[config.mk]
export PLATFORM = sky130hd
export DESIGN_NAME = apb_rr_master_arbiter
export DESIGN_NICKNAME = d
export VERILOG_FILES = /design/src/rtl/apb_rr_master_arbiter.sv
export SDC_FILE = /design/constraint.sdc
export NUM_CORES = 1
export LEC_CHECK = 0
export ABC_AREA = 1
export CORE_AREA = 2 2 159 161
export CTS_CLUSTER_SIZE = 28
export DETAILED_ROUTE_END_ITERATION = 12
export DIE_AREA = 0 0 161 163
export PLACE_DENSITY_LB_ADDON = 0.2
export SYNTH_ARGS = -nofsm -noshare
export SYNTH_HDL_FRONTEND = slang
export SYNTH_SLANG_ARGS = --single-unit
export TNS_END_PERCENT = 30
[constraint.sdc]
create_clock -name M_CLK -period 8.61 [get_ports M_CLK]
set_clock_uncertainty 0.1 [all_clocks]
set_input_delay 1.722 -clock M_CLK [delete_from_list [all_inputs] [get_ports M_CLK]]
set_output_delay 1.722 -clock M_CLK [all_outputs]
set_load 0.03 [all_outputs]
[src/rtl/apb_rr_master_arbiter.sv]
// Purpose : round-robin arbiter sharing one APB master port between NUM_REQ requesters.
// Latency : REQ->GNT 1 cycle from IDLE; GNT->DONE 2 cycles plus PREADY wait states (3-cycle bus period).
// Backpress: requesters hold REQ until GNT; the slave stalls with PREADY, bounded by TIMEOUT_CYCLES.
//
// Ports
//   M_CLK, RSTn          clock, async active-low reset
//   REQ/REQ_WRITE        per-requester request and direction (1=write)
//   REQ_ADDR/REQ_WDATA   packed per-requester address / write data, slot i at [i*W +: W]
//   GNT/DONE             one-cycle onehot pulses: request latched / transfer complete
//   RDATA/ERR/TIMEOUT    completion status, valid with DONE and held until the next DONE
//   PSEL..PSLVERR        APB master interface
module apb_rr_master_arbiter #(
  parameter int NUM_REQ        = 4,
  parameter int ADDRESS_WIDTH  = 32,
  parameter int DATA_WIDTH     = 32,
  parameter int TIMEOUT_CYCLES = 16
) (
  input  logic                          M_CLK,
  input  logic                          RSTn,
  input  logic [NUM_REQ-1:0]            REQ,
  input  logic [NUM_REQ-1:0]            REQ_WRITE,
  input  logic [NUM_REQ*ADDRESS_WIDTH-1:0] REQ_ADDR,
  input  logic [NUM_REQ*DATA_WIDTH-1:0] REQ_WDATA,
  output logic [NUM_REQ-1:0]            GNT,
  output logic [NUM_REQ-1:0]            DONE,
  output logic [DATA_WIDTH-1:0]         RDATA,
  output logic                          ERR,
  output logic                          TIMEOUT,
  output logic                          PSEL,
  output logic                          PENABLE,
  output logic                          PWRITE,
  output logic [ADDRESS_WIDTH-1:0]      PADDR,
  output logic [DATA_WIDTH-1:0]         PWDATA,
  input  logic [DATA_WIDTH-1:0]         PRDATA,
  input  logic                          PREADY,
  input  logic                          PSLVERR
);

  localparam int PW = (NUM_REQ > 1) ? $clog2(NUM_REQ) : 1;
  localparam int CW = $clog2(TIMEOUT_CYCLES);
  localparam logic [PW-1:0] LAST_IDX = PW'(NUM_REQ - 1);
  localparam logic [CW-1:0] CNT_LAST = CW'(TIMEOUT_CYCLES - 1);

  typedef enum logic [1:0] {
    IDLE   = 2'd0,
    SETUP  = 2'd1,
    ACCESS = 2'd2
  } state_t;

  state_t                state, state_nxt;
  logic [PW-1:0]         last_gnt, last_gnt_nxt;
  logic [NUM_REQ-1:0]    cur_oh, cur_oh_nxt;     // owner of the transfer in flight
  logic [CW-1:0]         cnt, cnt_nxt;           // ACCESS cycles spent without PREADY

  logic [NUM_REQ-1:0]    gnt_nxt, done_nxt;
  logic [DATA_WIDTH-1:0] rdata_nxt, pwdata_nxt;
  logic [ADDRESS_WIDTH-1:0] paddr_nxt;
  logic                  err_nxt, timeout_nxt, psel_nxt, penable_nxt, pwrite_nxt;

  // Round-robin winner: walk forward from the slot after last_gnt, wrapping.
  logic                  win_found;
  logic [PW-1:0]         win_idx;
  logic [NUM_REQ-1:0]    win_oh;
  logic [PW-1:0]         cand;

  always_comb begin
    win_found = 1'b0;
    win_idx   = last_gnt;
    win_oh    = '0;
    cand      = last_gnt;
    for (int k = 0; k < NUM_REQ; k++) begin
      if (cand == LAST_IDX) cand = '0;
      else                  cand = cand + 1'b1;
      if (!win_found && REQ[cand]) begin
        win_found    = 1'b1;
        win_idx      = cand;
        win_oh[cand] = 1'b1;
      end
    end
  end

  // Request fields of the winning slot.
  logic                     sel_write;
  logic [ADDRESS_WIDTH-1:0] sel_addr;
  logic [DATA_WIDTH-1:0]    sel_wdata;

  always_comb begin
    sel_write = 1'b0;
    sel_addr  = '0;
    sel_wdata = '0;
    for (int k = 0; k < NUM_REQ; k++) begin
      if (win_oh[k]) begin
        sel_write = REQ_WRITE[k];
        sel_addr  = REQ_ADDR[k*ADDRESS_WIDTH +: ADDRESS_WIDTH];
        sel_wdata = REQ_WDATA[k*DATA_WIDTH +: DATA_WIDTH];
      end
    end
  end

  // Next-state and next-output logic; every output is a register below.
  always_comb begin
    state_nxt    = state;
    last_gnt_nxt = last_gnt;
    cur_oh_nxt   = cur_oh;
    cnt_nxt      = cnt;
    gnt_nxt      = '0;
    done_nxt     = '0;
    rdata_nxt    = RDATA;
    err_nxt      = ERR;
    timeout_nxt  = TIMEOUT;
    psel_nxt     = PSEL;
    penable_nxt  = PENABLE;
    pwrite_nxt   = PWRITE;
    paddr_nxt    = PADDR;
    pwdata_nxt   = PWDATA;

    case (state)
      IDLE: begin
        if (win_found) begin
          gnt_nxt      = win_oh;
          cur_oh_nxt   = win_oh;
          last_gnt_nxt = win_idx;
          pwrite_nxt   = sel_write;
          paddr_nxt    = sel_addr;
          pwdata_nxt   = sel_wdata;
          psel_nxt     = 1'b1;
          penable_nxt  = 1'b0;
          state_nxt    = SETUP;
        end
      end

      SETUP: begin
        penable_nxt = 1'b1;
        cnt_nxt     = '0;
        state_nxt   = ACCESS;
      end

      ACCESS: begin
        if (PREADY) begin
          if (!PWRITE) rdata_nxt = PRDATA;
          err_nxt     = PSLVERR;
          timeout_nxt = 1'b0;
          done_nxt    = cur_oh;
          psel_nxt    = 1'b0;
          penable_nxt = 1'b0;
          state_nxt   = IDLE;
        end else if (cnt == CNT_LAST) begin
          // Slave never answered: abort, RDATA keeps its previous value.
          err_nxt     = 1'b1;
          timeout_nxt = 1'b1;
          done_nxt    = cur_oh;
          psel_nxt    = 1'b0;
          penable_nxt = 1'b0;
          state_nxt   = IDLE;
        end else begin
          cnt_nxt = cnt + 1'b1;
        end
      end

      default: begin
        psel_nxt    = 1'b0;
        penable_nxt = 1'b0;
        state_nxt   = IDLE;
      end
    endcase
  end

  always_ff @(posedge M_CLK or negedge RSTn) begin
    if (!RSTn) begin
      state    <= IDLE;
      last_gnt <= LAST_IDX;
      cur_oh   <= '0;
      cnt      <= '0;
      GNT      <= '0;
      DONE     <= '0;
      RDATA    <= '0;
      ERR      <= 1'b0;
      TIMEOUT  <= 1'b0;
      PSEL     <= 1'b0;
      PENABLE  <= 1'b0;
      PWRITE   <= 1'b0;
      PADDR    <= '0;
      PWDATA   <= '0;
    end else begin
      state    <= state_nxt;
      last_gnt <= last_gnt_nxt;
      cur_oh   <= cur_oh_nxt;
      cnt      <= cnt_nxt;
      GNT      <= gnt_nxt;
      DONE     <= done_nxt;
      RDATA    <= rdata_nxt;
      ERR      <= err_nxt;
      TIMEOUT  <= timeout_nxt;
      PSEL     <= psel_nxt;
      PENABLE  <= penable_nxt;
      PWRITE   <= pwrite_nxt;
      PADDR    <= paddr_nxt;
      PWDATA   <= pwdata_nxt;
    end
  end

endmodule

### After elaboration in Yosys (flattened, before gate mapping)

Cells that the tools add are included.

* latch bits: 0
* memories: 0
* bits in writable memories: 0
* bits in registers: 121
* word-level logic and storage cells: 129
* memory bits (read-only): 0
* bits of input ports: 300
* output and inout port bits: 109

* muxes and demuxes: 65
* add/sub/neg operators: 5
* shifts and indexed selects: 0
* reduce and logical (&&, ||, !) cells: 21
* $lt $le $gt $ge: 8
* divide/modulo/power cells: 0
* equal/unequal tests: 11
* bitwise gates (word level): 5
* multipliers: 0

Operator list (number)
* $mux W32: 8
* $mux W4: 11
* $mux W1: 23
* $mux W2: 11
* $lt A2 B3 Y1 const B: 4
* $or A4 B4 Y4: 3
* $reduce_and A3 Y1: 4
* $eq A2 B2 Y1 const B: 5
* $add A2 B1 Y2 const B: 4
* $bmux W1 S2: 4
* $demux W1 S2: 4
* $ge A2 B1 Y1 const B: 4
* $pmux W4 S2: 1
* $logic_and A1 B1 Y1: 7
* $ne A2 B2 Y1 const B: 3
* $pmux W1 S3: 2
* $pmux W2 S3: 1
* $reduce_and A2 Y1: 3
* $add A4 B1 Y4 const B: 1
* $eq A4 B4 Y1 const B: 1
* $reduce_bool A2 Y1: 2
* $reduce_bool A4 Y1: 1
* $logic_not A1 Y1: 3
* $ne A3 B3 Y1 const B: 1
* 3 further kinds: 4

### Depth between registers and ports, before layout

Gate-level depths: netlist of run 1.

* depth in word-level cells: 18
* gate-level depth with buffers: 19
* depth with buffers taken out: 16

### Least setup slack after synthesis of run 1

OpenSTA, ideal clock, no wires.

* path type: input to register
* start point: in REQ[0]
* end point: reg PADDR[12]
* setup time: 0.116 ns
* arrival: 3.115 ns
* path buffers: 2
* path slack: 5.278 ns
* required time: 8.394 ns
* cell stages on the path: 14
* cells stage by stage: inv_1 > nand2_1 > o21ai_0 > o21ai_1 > nor2_4 > nand2_1 > o21ai_2 > inv_2 > buf_6 > buf_2 > nand3_1 > nand2_1 > inv_1 > nand2_1

* longest elaborated chain between the ends: 16
* elaborated cells between the ends (all ways): 30
* classes of those cells: 20 x mux; 3 x bitwise; 7 x reduce/logical

Ends and longest elaborated chain
* start, declared: RTL line 20 `input logic [NUM_REQ-1:0] REQ,`
* $bmux W1 S2: RTL line 74 `if (!win_found && REQ[cand]) begin`
* $mux W1 (not written as such): RTL line 74
* $mux W1: RTL line 74
* $logic_not A1 Y1: RTL line 74
* $logic_and A1 B1 Y1: RTL line 74
* $mux W1: RTL line 74
* $logic_not A1 Y1: RTL line 74
* $logic_and A1 B1 Y1: RTL line 74
* $mux W1: RTL line 74
* $logic_not A1 Y1: RTL line 74
* $logic_and A1 B1 Y1: RTL line 74
* $mux W4: RTL line 74
* $mux W32 (4 in series): RTL line 92 `if (win_oh[k]) begin`
* end signal, assigned: RTL line 197 `PADDR <= paddr_nxt;`
* end, declared: RTL line 32 `output logic [ADDRESS_WIDTH-1:0] PADDR,`

Several ways; a longest one is shown, not always the timed one. The select of a mux whose other input is x is not followed.
A chain may end at the register's enable or synchronous reset.

### Worst setup path in the final report of run 1

* start point: in REQ[0]
* end point: reg PWDATA[1]

* longest elaborated chain between the ends: 16
* elaborated cells between the ends (all ways): 30
* classes of those cells: 20 x mux; 3 x bitwise; 7 x reduce/logical

Ends and longest elaborated chain
* $bmux W1 S2: RTL line 74
* $mux W1 (not written as such): RTL line 74
* $mux W1: RTL line 74
* $logic_not A1 Y1: RTL line 74
* $logic_and A1 B1 Y1: RTL line 74
* $mux W1: RTL line 74
* $logic_not A1 Y1: RTL line 74
* $logic_and A1 B1 Y1: RTL line 74
* $mux W1: RTL line 74
* $logic_not A1 Y1: RTL line 74
* $logic_and A1 B1 Y1: RTL line 74
* $mux W4: RTL line 74
* $mux W32 (4 in series): RTL line 92
* end signal, assigned: RTL line 198 `PWDATA <= pwdata_nxt;`
* end, declared: RTL line 33 `output logic [DATA_WIDTH-1:0] PWDATA,`

Several ways; a longest one is shown, not always the timed one. The select of a mux whose other input is x is not followed.

==> summary.txt, run 1 <==
Status
  – Outcome: finished, final reports clean

Power and ir drop
  – Leakage: 5.94 nW
  – Internal power: 2.66 mW
  – Pwr Density: 466 mW/mm2
  – Clk pwr share: 0.135
  – Flop pwr share: 0.168
  – Net Sw Power: 3.10 mW
  – Combinational Power Share: 0.697
  – Worst vdd ir: 0.390 mV
  – Sw Ratio: 0.538

Route
  – Total Wirelength: 30300 um
  – First drt pass iteration count: 5
  – Initial DRC count: 352
  – Via count: 8426
  – DRT antenna net count: 0
  – Vias per inst: 4.66
  – DRC violation count after routing: 0
  – Routed len/inst: 16.8 um

Setup path
  – Crit Path Class: in -> reg
  – Worst path most repeated cell: nand2_1
  – Worst R2R Start: last_gnt[0]
  – Slowest CP cell: buf_4
  – R2r endpoint: PWDATA[15]
  – Bufs and invs on worst path: 3
  – Sequence of cells on the critical path: clkdlybuf4s50_1 > inv_1 > nand2_1 > o21ai_0 > o21ai_1 > nand2_1 > nand2_1 > nor2_4 > nand2_2 > buf_4 > a21oi_1 > nand2_1 > nand2_1 > nand2_1
  – Cell count along the critical path: 14
  – Arrival time worst endpoint: 4.48 ns
  – Crit-path leading delay family: buffers and inverters
  – Reg2reg path depth: 15
  – Reg2reg setup slack: 4.95 ns
  – Crit-path max FO: 40
  – Delay of the slowest critical-path stage: 0.55 ns
  – CP Launch Point: REQ[0]
  – CP Launch Type: input port
  – Crit path required time: 8.85 ns
  – CP endpoint kind: flop

Clock tree
  – H-tree depth: 4
  – CTS Buf Count: 17
  – CTS resizes: 0
  – Clk buf depth: 2
  – Post-CTS Hold Buffers: 0
  – Setup bufs post-CTS: 0
  – Worst skew pair latency: 0.42 ns
  – Root buffer cell: clkbuf_16
  – Clk pin slew, worst setup/hold paths: 0.07 ns
  – CTS tree: built
  – Num Clock Sinks: 120

Floorplan
  – Core footprint: 0.0247 mm2
  – Die Y: 163 um
  – Die Width: 161 um
  – Initial Util: 0.305
  – Die ar.: 0.0262 mm2
  – Number of core rows: 58
  – # IOs: between 400 and 500

Timing
  – Fmax: 0.236 GHz
  – Setup TNS: 0 ns
  – Worst-Margin Slew: 0.905 ns
  – Min Tclk post-route: about 4.2 ns
  – Rel. slew slack: 0.396
  – Setup repair after global routing missed its margin: false
  – Max-slew violation count: 0
  – Setup Viol. Count Final: 0
  – Final hold vios: 0
  – Final Cycle Share: 0.492

Placed design
  – I/O Buffers: ~410
  – Dpl cells: approximately 1800
  – Gpl congestion: 0.873
  – Placed inst area: 0.0117 mm2
  – DP Wirelength: 21700 um

GRT
  – First-pass GRT wire length: 45300 um
  – Antenna violations before repair: 2
  – Largest net degree at the start of global routing: 74
  – Grt total ovfl: 0
  – Tot GR Track Use: 0.225
  – Vias in the first global route: 8236

Layout
  – Register area: ~0.003 mm2
  – Final nets: 1770
  – Layout area overhead: 64.2%
  – Multi-input logic area: ~0.0038 mm2
  – Share of post-route cells with drive strength above 1: 0.0637
  – Layout Cells excl Fill: 1807
  – # fillers: between 2000 and 2500
  – Post-route cell area: 0.0124 mm2
  – Most common cell after layout, fill and taps aside: clkdlybuf4s50_1
  – Most frequent cells in the layout: clkdlybuf4s50_1, nand2_1, nand3_1

Synthesis
  – Post-synth top flop: dfrtp_1
  – Ys Warns: 0
  – Register area share after synthesis: 0.399
  – Syn_nets: 1406
  – Synthesized area: 0.00754 mm2
  – Asr flop ratio synth: 1.00
  – #FFs+latches synth: 120
  – Post-synth EDFFs: 0
  – Mean post-synth cell area: 6.86 um2
  – Post-Synthesis Cells: 1098
  – Yosys cell types: 29

Worst hold path
  – Worst hold path type: reg -> reg
  – Worst hold start: cur_oh[2]
  – Hold EP: DONE[2]
  – Hold depth: 2

Flow run
  – Max_cap viols: 0
## power by group through the flow
stage	clock, mW	combinational, mW	sequential (mW)
2_1_floorplan	0	2.42	1.38
3_3_place_gp	0	4.01	0.971
3_5_place_dp	0	4.05	0.979
4_1_cts	0.801	4.06	0.971
5_1_grt	0.827	4.47	0.998
6_report	0.778	4.01	0.969
## logic make-up (layout without fill, tap and decap cells)
group                      Yosys count  in the layout  share of synthesized area
and+or+nand+nor                    613            613                      0.332
buffers and inverters              170            547                      0.101
AOI/OAI and AO/OA                  152            152                      0.104
DFF                                120            120                      0.399
muxes                               32             32                     0.0478
adders and majority gates            8              8                     0.0133
xor gates and xnor gates             3              3                    0.00349
other                                0              2                          0
## flip-flops by register name (all words and copies together) (netlist names), 2 cells and up
| name | cells |
|---|---|
| DONE | 4 |
| GNT | 4 |
| PADDR | 32 |
| PWDATA | 32 |
| RDATA | 32 |
| cnt | 4 |
| cur_oh | 4 |
| last_gnt | 2 |
## through the flow
step	total power, mW	setup slack (ns)	hold slack, ns	util
2_1_floorplan	3.80	5.28	0.357	-
3_3_place_gp	4.98	3.98	0.372	0.476
3_5_place_dp	5.02	3.94	0.381	0.476
4_1_cts	5.83	4.37	0.398	0.501
5_1_grt	6.29	4.07	0.414	0.502
6_report	5.76	4.37	0.389	0.502
## area by class of cell
class,instances,share of cell area
Timing Repair Buffer,420,0.337
Multi-Input combinational cell,808,0.307
Sequential cell,120,0.243
Clock buffer,17,0.0344
Tap cell,330,0.0334
Inverter,95,0.0288
Clock inverter,15,0.0163
Antenna cell,2,0.000404
## how the worst max path moves through the flow
stage	to	slack, ns
detailed placement	PWDATA[10]	3.94
global placement	PWDATA[10]	3.98
CTS	PWDATA[10]	4.37
global route	PWDATA[22]	4.07
floorplan	PADDR[12]	5.28
finish	PWDATA[1]	4.37
## worst reg2reg max path: cells and delay by family (launching register included)
| family | cells | cell delay [ns] |
|---|---|---|
| AO/OA/AOI/OAI | 1 | 0.28 |
| buffers and inverters | 5 | 0.90 |
| flip-flops | 1 | 0.67 |
| AND/OR/NAND/NOR | 8 | 1.18 |
| adder cells (fa/ha/maj) | 1 | 0.45 |
## cells in the mapped netlist, types with 2 or more instances
master / n / area, um2
inv_2: 3 / 11.3
a21oi_1: 131 / 656
ha_1: 8 / 100
dfstp_2: 2 / 52.6
mux2_2: 32 / 360
buf_6: 3 / 33.8
inv_1: 91 / 342
o21bai_1: 2 / 15.0
xor2_1: 2 / 17.5
nand4_1: 3 / 18.8
dfrtp_1: 118 / 2950
o21ai_1: 2 / 10.0
nand2_2: 2 / 12.5
nand2_1: 378 / 1420
o21ai_2: 2 / 17.5
buf_1: 4 / 15.0
buf_4: 12 / 90.1
nand3_1: 141 / 706
buf_2: 44 / 220
o21ai_0: 12 / 60.1
clkbuf_1: 12 / 45.0
nor2_1: 87 / 327
## metal layers
layer / GRT usage / up-vias / part of all wire
met4: 0.0714 / 0 / 0.020
met5: 0 / - / 0
li1: - / 4241 / -
met3: 0.0705 / 33 / 0.087
met2: 0.396 / 342 / 0.49
met1: 0.260 / 3810 / 0.40
No activity file was read; power rests on OpenSTA's default activity.
==> inputs of run 2 (changes only) <==
==> constraint.sdc (replaced) <==
create_clock -name M_CLK -period 3.8 [get_ports M_CLK]
set_clock_uncertainty 0.1 [all_clocks]
set_input_delay 0.76 -clock M_CLK [delete_from_list [all_inputs] [get_ports M_CLK]]
set_output_delay 0.76 -clock M_CLK [all_outputs]
set_load 0.03 [all_outputs]
==> run 2 against run 1 <==
Worst hold slack lost 0.013 ns. Clock power grew 110%. Setup slack got worse by 4.0 ns. Sequential share of layout area shrank 0.23 points. Sequential power up 130%. Combinational power grew 140%. Clock-buffer cell count is the same. Final cell count rose by 0.39%. Die area unchanged. Largest cell class unchanged.
==> summary.txt, run 2 (synthesis gave the netlist of run 1 again) <==
Power and ir drop
  – Flop pwr share: 0.164 (was 0.168)
  – Pwr Density: 1070 mW/mm2 (was 466 mW/mm2)
  – Clk pwr share: 0.124 (was 0.135)
  – Total power after layout: 13.4 mW (was 5.76 mW)
  – Worst vdd ir: 0.869 mV (was 0.390 mV)
  – Net Sw Power: 7.19 mW (was 3.10 mW)
  – Combinational Power Share: 0.712 (was 0.697)
  – Sw Ratio: 0.536 (was 0.538)
  – Leakage: 5.99 nW (was 5.94 nW)
  – Internal power: 6.22 mW (was 2.66 mW)

Timing
  – Setup repair after global routing missed its margin: false (unchanged)
  – Setup TNS: 0 ns (unchanged)
  – Final hold vios: 0 (unchanged)
  – Min Tclk post-route: 3.39 ns
  – Setup ws final: 0.412 ns (was 4.37 ns)
  – Max-slew violation count: 0 (unchanged)
  – Worst-Margin Slew: 0.964 ns (was 0.905 ns)
  – Final Cycle Share: 0.892
  – Setup Viol. Count Final: 0 (unchanged)
  – Fmax: 0.295 GHz
  – Rel. slew slack: 0.357 (was 0.396)

Setup path
  – CP endpoint kind: flop (unchanged)
  – Crit Path Class: reg -> reg (was in -> reg)
  – Delay of the slowest critical-path stage: 0.67 ns (was 0.55 ns)
  – Arrival time worst endpoint: 3.63 ns (was 4.48 ns)
  – Crit-path max FO: 69 (was 40)
  – Worst path most repeated cell: nand2_1 (unchanged)
  – Crit path required time: 4.04 ns (was 8.85 ns)
  – Sequence of cells on the critical path: inv_2 > ha_1 > inv_2 > nand2_1 > nand2_2 > nand2_1 > nand2_2 > nor2_4 > nand2_1 > o21ai_4 > buf_4 > o21ai_0 > xnor2_1 (was clkdlybuf4s50_1 > inv_1 > nand2_1 > o21ai_0 > o21ai_1 > nand2_1 > nand2_1 > nor2_4 > nand2_2 > buf_4 > a21oi_1 > nand2_1 > nand2_1 > nand2_1)
  – CP Launch Type: flop (was input port)
  – Slowest CP cell: buf_4 (unchanged)

Clock tree
  – Clk buf depth: 2 (unchanged)
  – Num Clock Sinks: 120 (unchanged)
  – CTS resizes: 0 (unchanged)
  – H-tree depth: 4 (unchanged)
  – CTS Buf Count: 17 (unchanged)
  – Post-CTS Hold Buffers: 0 (unchanged)
  – Worst skew pair latency: 0.41 ns (was 0.42 ns)
  – Clk pin slew, worst setup/hold paths: 0.06 ns (was 0.07 ns)
  – Setup bufs post-CTS: 0 (unchanged)
  – CTS tree: built (unchanged)
  – Root buffer cell: clkbuf_16 (unchanged)

Route
  – First drt pass iteration count: 5 (unchanged)
  – DR top layer: met4 (unchanged)
  – Total Wirelength: 30400 um (was 30300 um)
  – Met2 routed WL: 14700 um (was 15000 um)
  – DRT met1 WL: 12400 um (was 12100 um)
  – WL met3: 2580 um (was 2630 um)
  – Via count: 8497 (was 8426)
  – DRT antenna net count: 0 (unchanged)
  – Vias per inst: 4.68 (was 4.66)
  – Routed len/inst: 16.7 um (was 16.8 um)
  – DRC violation count after routing: 0 (unchanged)
  – Initial DRC count: 401 (was 352)

Placed design
  – Gpl congestion: 0.844 (was 0.873)
  – Dpl cells: 1781 (was 1773)
  – I/O Buffers: 408 (unchanged)
  – Placed inst area: 0.0119 mm2 (was 0.0117 mm2)
  – Pre-CTS WS: 0.377 ns (was 3.94 ns)
  – DP Wirelength: 21200 um (was 21700 um)

Layout
  – Most common cell after layout, fill and taps aside: clkdlybuf4s50_1 (unchanged)
  – Layout area overhead: 65.8% (was 64.2%)
  – Post-route cell area: 0.0125 mm2 (was 0.0124 mm2)
  – Biggest regs: PADDR x32, PWDATA x32, RDATA x32 (unchanged)
  – Share of post-route cells with drive strength above 1: 0.0688 (was 0.0637)
  – Multi-input logic area: 0.00380 mm2 (unchanged)
  – Register area: 0.00301 mm2 (unchanged)
  – # fillers: 2414 (was 2471)
  – Most frequent cells in the layout: clkdlybuf4s50_1, nand2_1, nand3_1 (unchanged)
  – Final nets: 1778 (was 1770)
  – Layout Cells excl Fill: 1814 (was 1807)

Floorplan
  – # IOs: 409 (unchanged)
  – Number of core rows: 58 (unchanged)
  – Die Y: 163 um (unchanged)
  – Core footprint: 0.0247 mm2 (unchanged)
  – Die Width: 161 um (unchanged)
  – Die ar.: 0.0262 mm2 (unchanged)
  – Initial Util: 0.305 (unchanged)

Worst hold path
  – Worst hold path type: in -> async (was reg -> reg)

GRT
  – Vias in the first global route: 8098 (was 8236)
  – Largest net degree at the start of global routing: 74 (unchanged)
  – Tot GR Track Use: 0.223 (was 0.225)
  – Antenna violations before repair: 1 (was 2)
  – Grt total ovfl: 0 (unchanged)
  – First-pass GRT wire length: 44800 um (was 45300 um)

Status
  – Outcome: finished, final reports clean (unchanged)

Flow run
  – Max_cap viols: 0 (unchanged)
-- run 2: worst paths after layout --
kind	startpoint	endpoint	slack, ns	cells after the start
min in group M_CLK	RDATA[24]	RDATA[24]	0.40	1
min	RSTn	RDATA[22]	0.38	1
max in group asynchronous	RSTn	PWDATA[16]	2.41	2
min reg2reg	RDATA[24]	RDATA[24]	0.40	1
max reg2reg	last_gnt[0]	last_gnt[0]	0.41	13
max	last_gnt[0]	last_gnt[0]	0.41	13
-- run 2: per-layer routing --
metal	GRT usage	up-vias
met1	0.262	3867
met5	0	-
li1	-	4242
met2	0.387	357
met3	0.0675	31
met4	0.0747	0
-- run 2: power by group through the flow --
| stage | sequential (mW) | combinational (mW) | clock [mW] |
|---|---|---|---|
| after CTS | 2.20 | 9.60 | 1.70 |
| after floorplan | 3.13 | 5.49 | 0 |
| after detailed placement | 2.21 | 9.57 | 0 |
| after global placement | 2.19 | 9.49 | 0 |
| after global routing | 2.26 | 10.6 | 1.75 |
| final | 2.20 | 9.55 | 1.66 |
-- run 2: per-stage QoR --
stage / hold slack, ns / utilization
2_1_floorplan: 0.357 / -
3_3_place_gp: 0.366 / 0.482
3_5_place_dp: 0.368 / 0.482
4_1_cts: 0.401 / 0.506
5_1_grt: 0.415 / 0.506
6_report: 0.376 / 0.506
-- run 2: critical path: cells and delay by family, from the launching register on --
family	cells	cell delay, ns
flops	1	0.66
xor+xnor	1	0.19
simple gates	6	0.65
buf+inv	3	0.90
fa+ha+maj	1	0.44
compound gates	2	0.38
-- run 2: cell type report --
type                       instances  area share
inverter                          95      0.0285
sequential                       120       0.241
clock buffer                      17      0.0340
multi-input combinational        808       0.304
timing repair buffer             428       0.347
clock inverter                    15      0.0131
tap                              330      0.0330
antenna                            1    0.000200
==> edit, RTL diff (flow settings as in run 2) <==
Re-encode `state_t` (3 states) as one-hot, 3 bits wide.
--- a/src/rtl/apb_rr_master_arbiter.sv
+++ b/src/rtl/apb_rr_master_arbiter.sv
@@ -42,8 +42,8 @@
   localparam logic [CW-1:0] CNT_LAST = CW'(TIMEOUT_CYCLES - 1);
 
-  typedef enum logic [1:0] {
-    IDLE   = 2'd0,
-    SETUP  = 2'd1,
-    ACCESS = 2'd2
+  typedef enum logic [2:0] {
+    IDLE   = 3'b001,
+    SETUP  = 3'b010,
+    ACCESS = 3'b100
   } state_t;
 
Behaviour: no difference found for any inputs over 4 cycles, from zero or initial values and one cycle with RSTn low; so few cycles prove little.
==> edit against run 2 <==
  * Worst setup slack better by 0.074 ns
  * Clock power up 8%
  * Synthesized area up 1.7%
  * Wire length up 4.7%
  * Sequential cell count up 2
  * Design area up 1.1%
  * Total power up 0.68%
==> edit: results (changes against run 2) <==
[cts]
cts_made_buffers = 17  ; unchanged
worst_setup_hold_path_clk_slew_ns = 0.07
cts.root.buffer_cell = sky130_fd_sc_hd__clkbuf_16
cts-resized-gates = 0  ; unchanged
post-cts-setup-buffers = 0  ; unchanged

[setup_path]
worstSetupStartpoint = last_gnt[0]$_DFFE_PN1P_
crit_path_class = flip-flop to flip-flop
worst-endpoint-arrival_ns = 3.57  ; -0.06 ns
reg2reg_setup_slack_ns = 0.49  ; +0.07 ns
worst_r2r_endpoint = PWDATA[19]$_DFFE_PN0P_
critPathMaxFanout = 54  ; -22%

[placement]
post_dp_cell_area_um2 = 12000  ; +0.87%
worst_setup_slack_before_clock_tree_synthesis_ns = 0.426  ; +0.0488 ns
dp.final_hpwl_mm = 21.6  ; +1.7%
buffer_ports.inserted = 408  ; unchanged
finalWeightedCongestion = 0.849  ; +0.56%

[pwr]
switching_share = 0.535  ; -0.00148
comb_cell_power_uw = 9490  ; -0.6%
p_clk_uw = 1790  ; +8%
ir_drop_mv = 0.890  ; +2.4%
leakage_uw = 0.00607  ; +1.3%

[synth]
top_cells_by_instance_count_after_synthesis = 380 x sky130_fd_sc_hd__nand2_1, 142 x sky130_fd_sc_hd__nand3_1, 134 x sky130_fd_sc_hd__a21oi_1
synthCells = 1109  ; +1.0%
synth_nets = 1417  ; +0.78%
synth_cell_type_count = 30  ; +3.4%
most_instantiated_flip_flop_cell_in_the_synthesis_netlist = sky130_fd_sc_hd__dfrtp_1
synth_top_cells_by_area = sky130_fd_sc_hd__dfrtp_1 39%, sky130_fd_sc_hd__nand2_1 19%, sky130_fd_sc_hd__nand3_1 9.3%, sky130_fd_sc_hd__a21oi_1 8.7%, sky130_fd_sc_hd__mux2_2 4.7%
synth-seq-area-share = 0.399  ; about the same

[detailed_routing]
wl_per_cell_um = 17.4  ; +4.1%
drt_pre_antenna_iters = 6  ; +1
detail_route.iter0.violations = 486  ; +21%
post_drt_via_cell_ratio = 4.83  ; +3.0%
routed_wirelength_mm = 31.8  ; +4.7%

[timing]
max_freq_mhz = 302  ; +2.2%
worst_max_slew_margin_expressed_relative_to_the_limit = 0.445  ; +0.0875
post_route_worst_hold_slack_ns = 0.316  ; -0.0597 ns

[grt]
grt_start_max_net_pins = 87  ; +18%
grt_first_pass_wirelength_mm = 47.6  ; +6.1%
initial_antenna_violation_count = 0  ; -1
first_global_vias = 8488  ; +4.8%
groute.usage.overall = 0.235  ; +0.0120

[outcome]
result_of_the_run = finished clean

[layout]
final_layout_size_suffix_gt1_frac = 0.0703  ; +0.00150
insertedDiodeCount = 0  ; -1
nNetsFinal = 1789  ; +0.62%

[worst_hold_path]
worstHoldPathType = input port to asynchronous set/reset pin

-- edit: changes by cell type in the layout (fill, tap and decap cells not counted), sizes merged, moves of 2 or more --
cell,delta
a21oi,+3
nor3,+3
xor2,-2
nand2,+3
-- edit: cell type report --
| cell class | count | area [um^2] |
|---|---|---|
| multi-input combinational | 817 | 3840 |
| timing repair buffer | 428 | 4340 |
| tap | 330 | 413 |
| clock inverter | 15 | 200 |
| inverter | 95 | 357 |
| clock buffer | 17 | 425 |
| sequential | 122 | 3060 |
| fill | 2456 | 12000 |
-- edit: logic make-up after synthesis --
group,count (synthesis),share of synthesized area
and+or+nand+nor,620,0.331
buffers and inverters,170,0.103
AOI/OAI and AO/OA,156,0.106
DFF,122,0.399
muxes,32,0.0470
adders and majority gates,8,0.0131
xor gates and xnor gates,1,0.00114
-- edit: critical path, cell delays in order (launching register included) --
cell                      delay [ns]
sky130_fd_sc_hd__dfstp_2        0.65
sky130_fd_sc_hd__inv_2          0.13
sky130_fd_sc_hd__ha_1           0.45
sky130_fd_sc_hd__inv_2          0.09
sky130_fd_sc_hd__nand2_1        0.11
sky130_fd_sc_hd__nand2_2        0.09
sky130_fd_sc_hd__o21ai_2        0.30
sky130_fd_sc_hd__nand4_1        0.26
sky130_fd_sc_hd__nand2_2        0.14
sky130_fd_sc_hd__buf_4          0.53
sky130_fd_sc_hd__a21oi_1        0.08
sky130_fd_sc_hd__nand2_1        0.11
sky130_fd_sc_hd__nand2_1        0.07
sky130_fd_sc_hd__nand2_1        0.06
-- edit: layer usage --
metal	up-vias	wire length [um]	GRT usage	part of all wire
li1	4289	-	-	-
met1	4053	12800	0.279	0.40
met2	420	15900	0.421	0.50
met3	40	2630	0.0578	0.083
met4	0	466	0.0653	0.015
met5	-	0	0	0
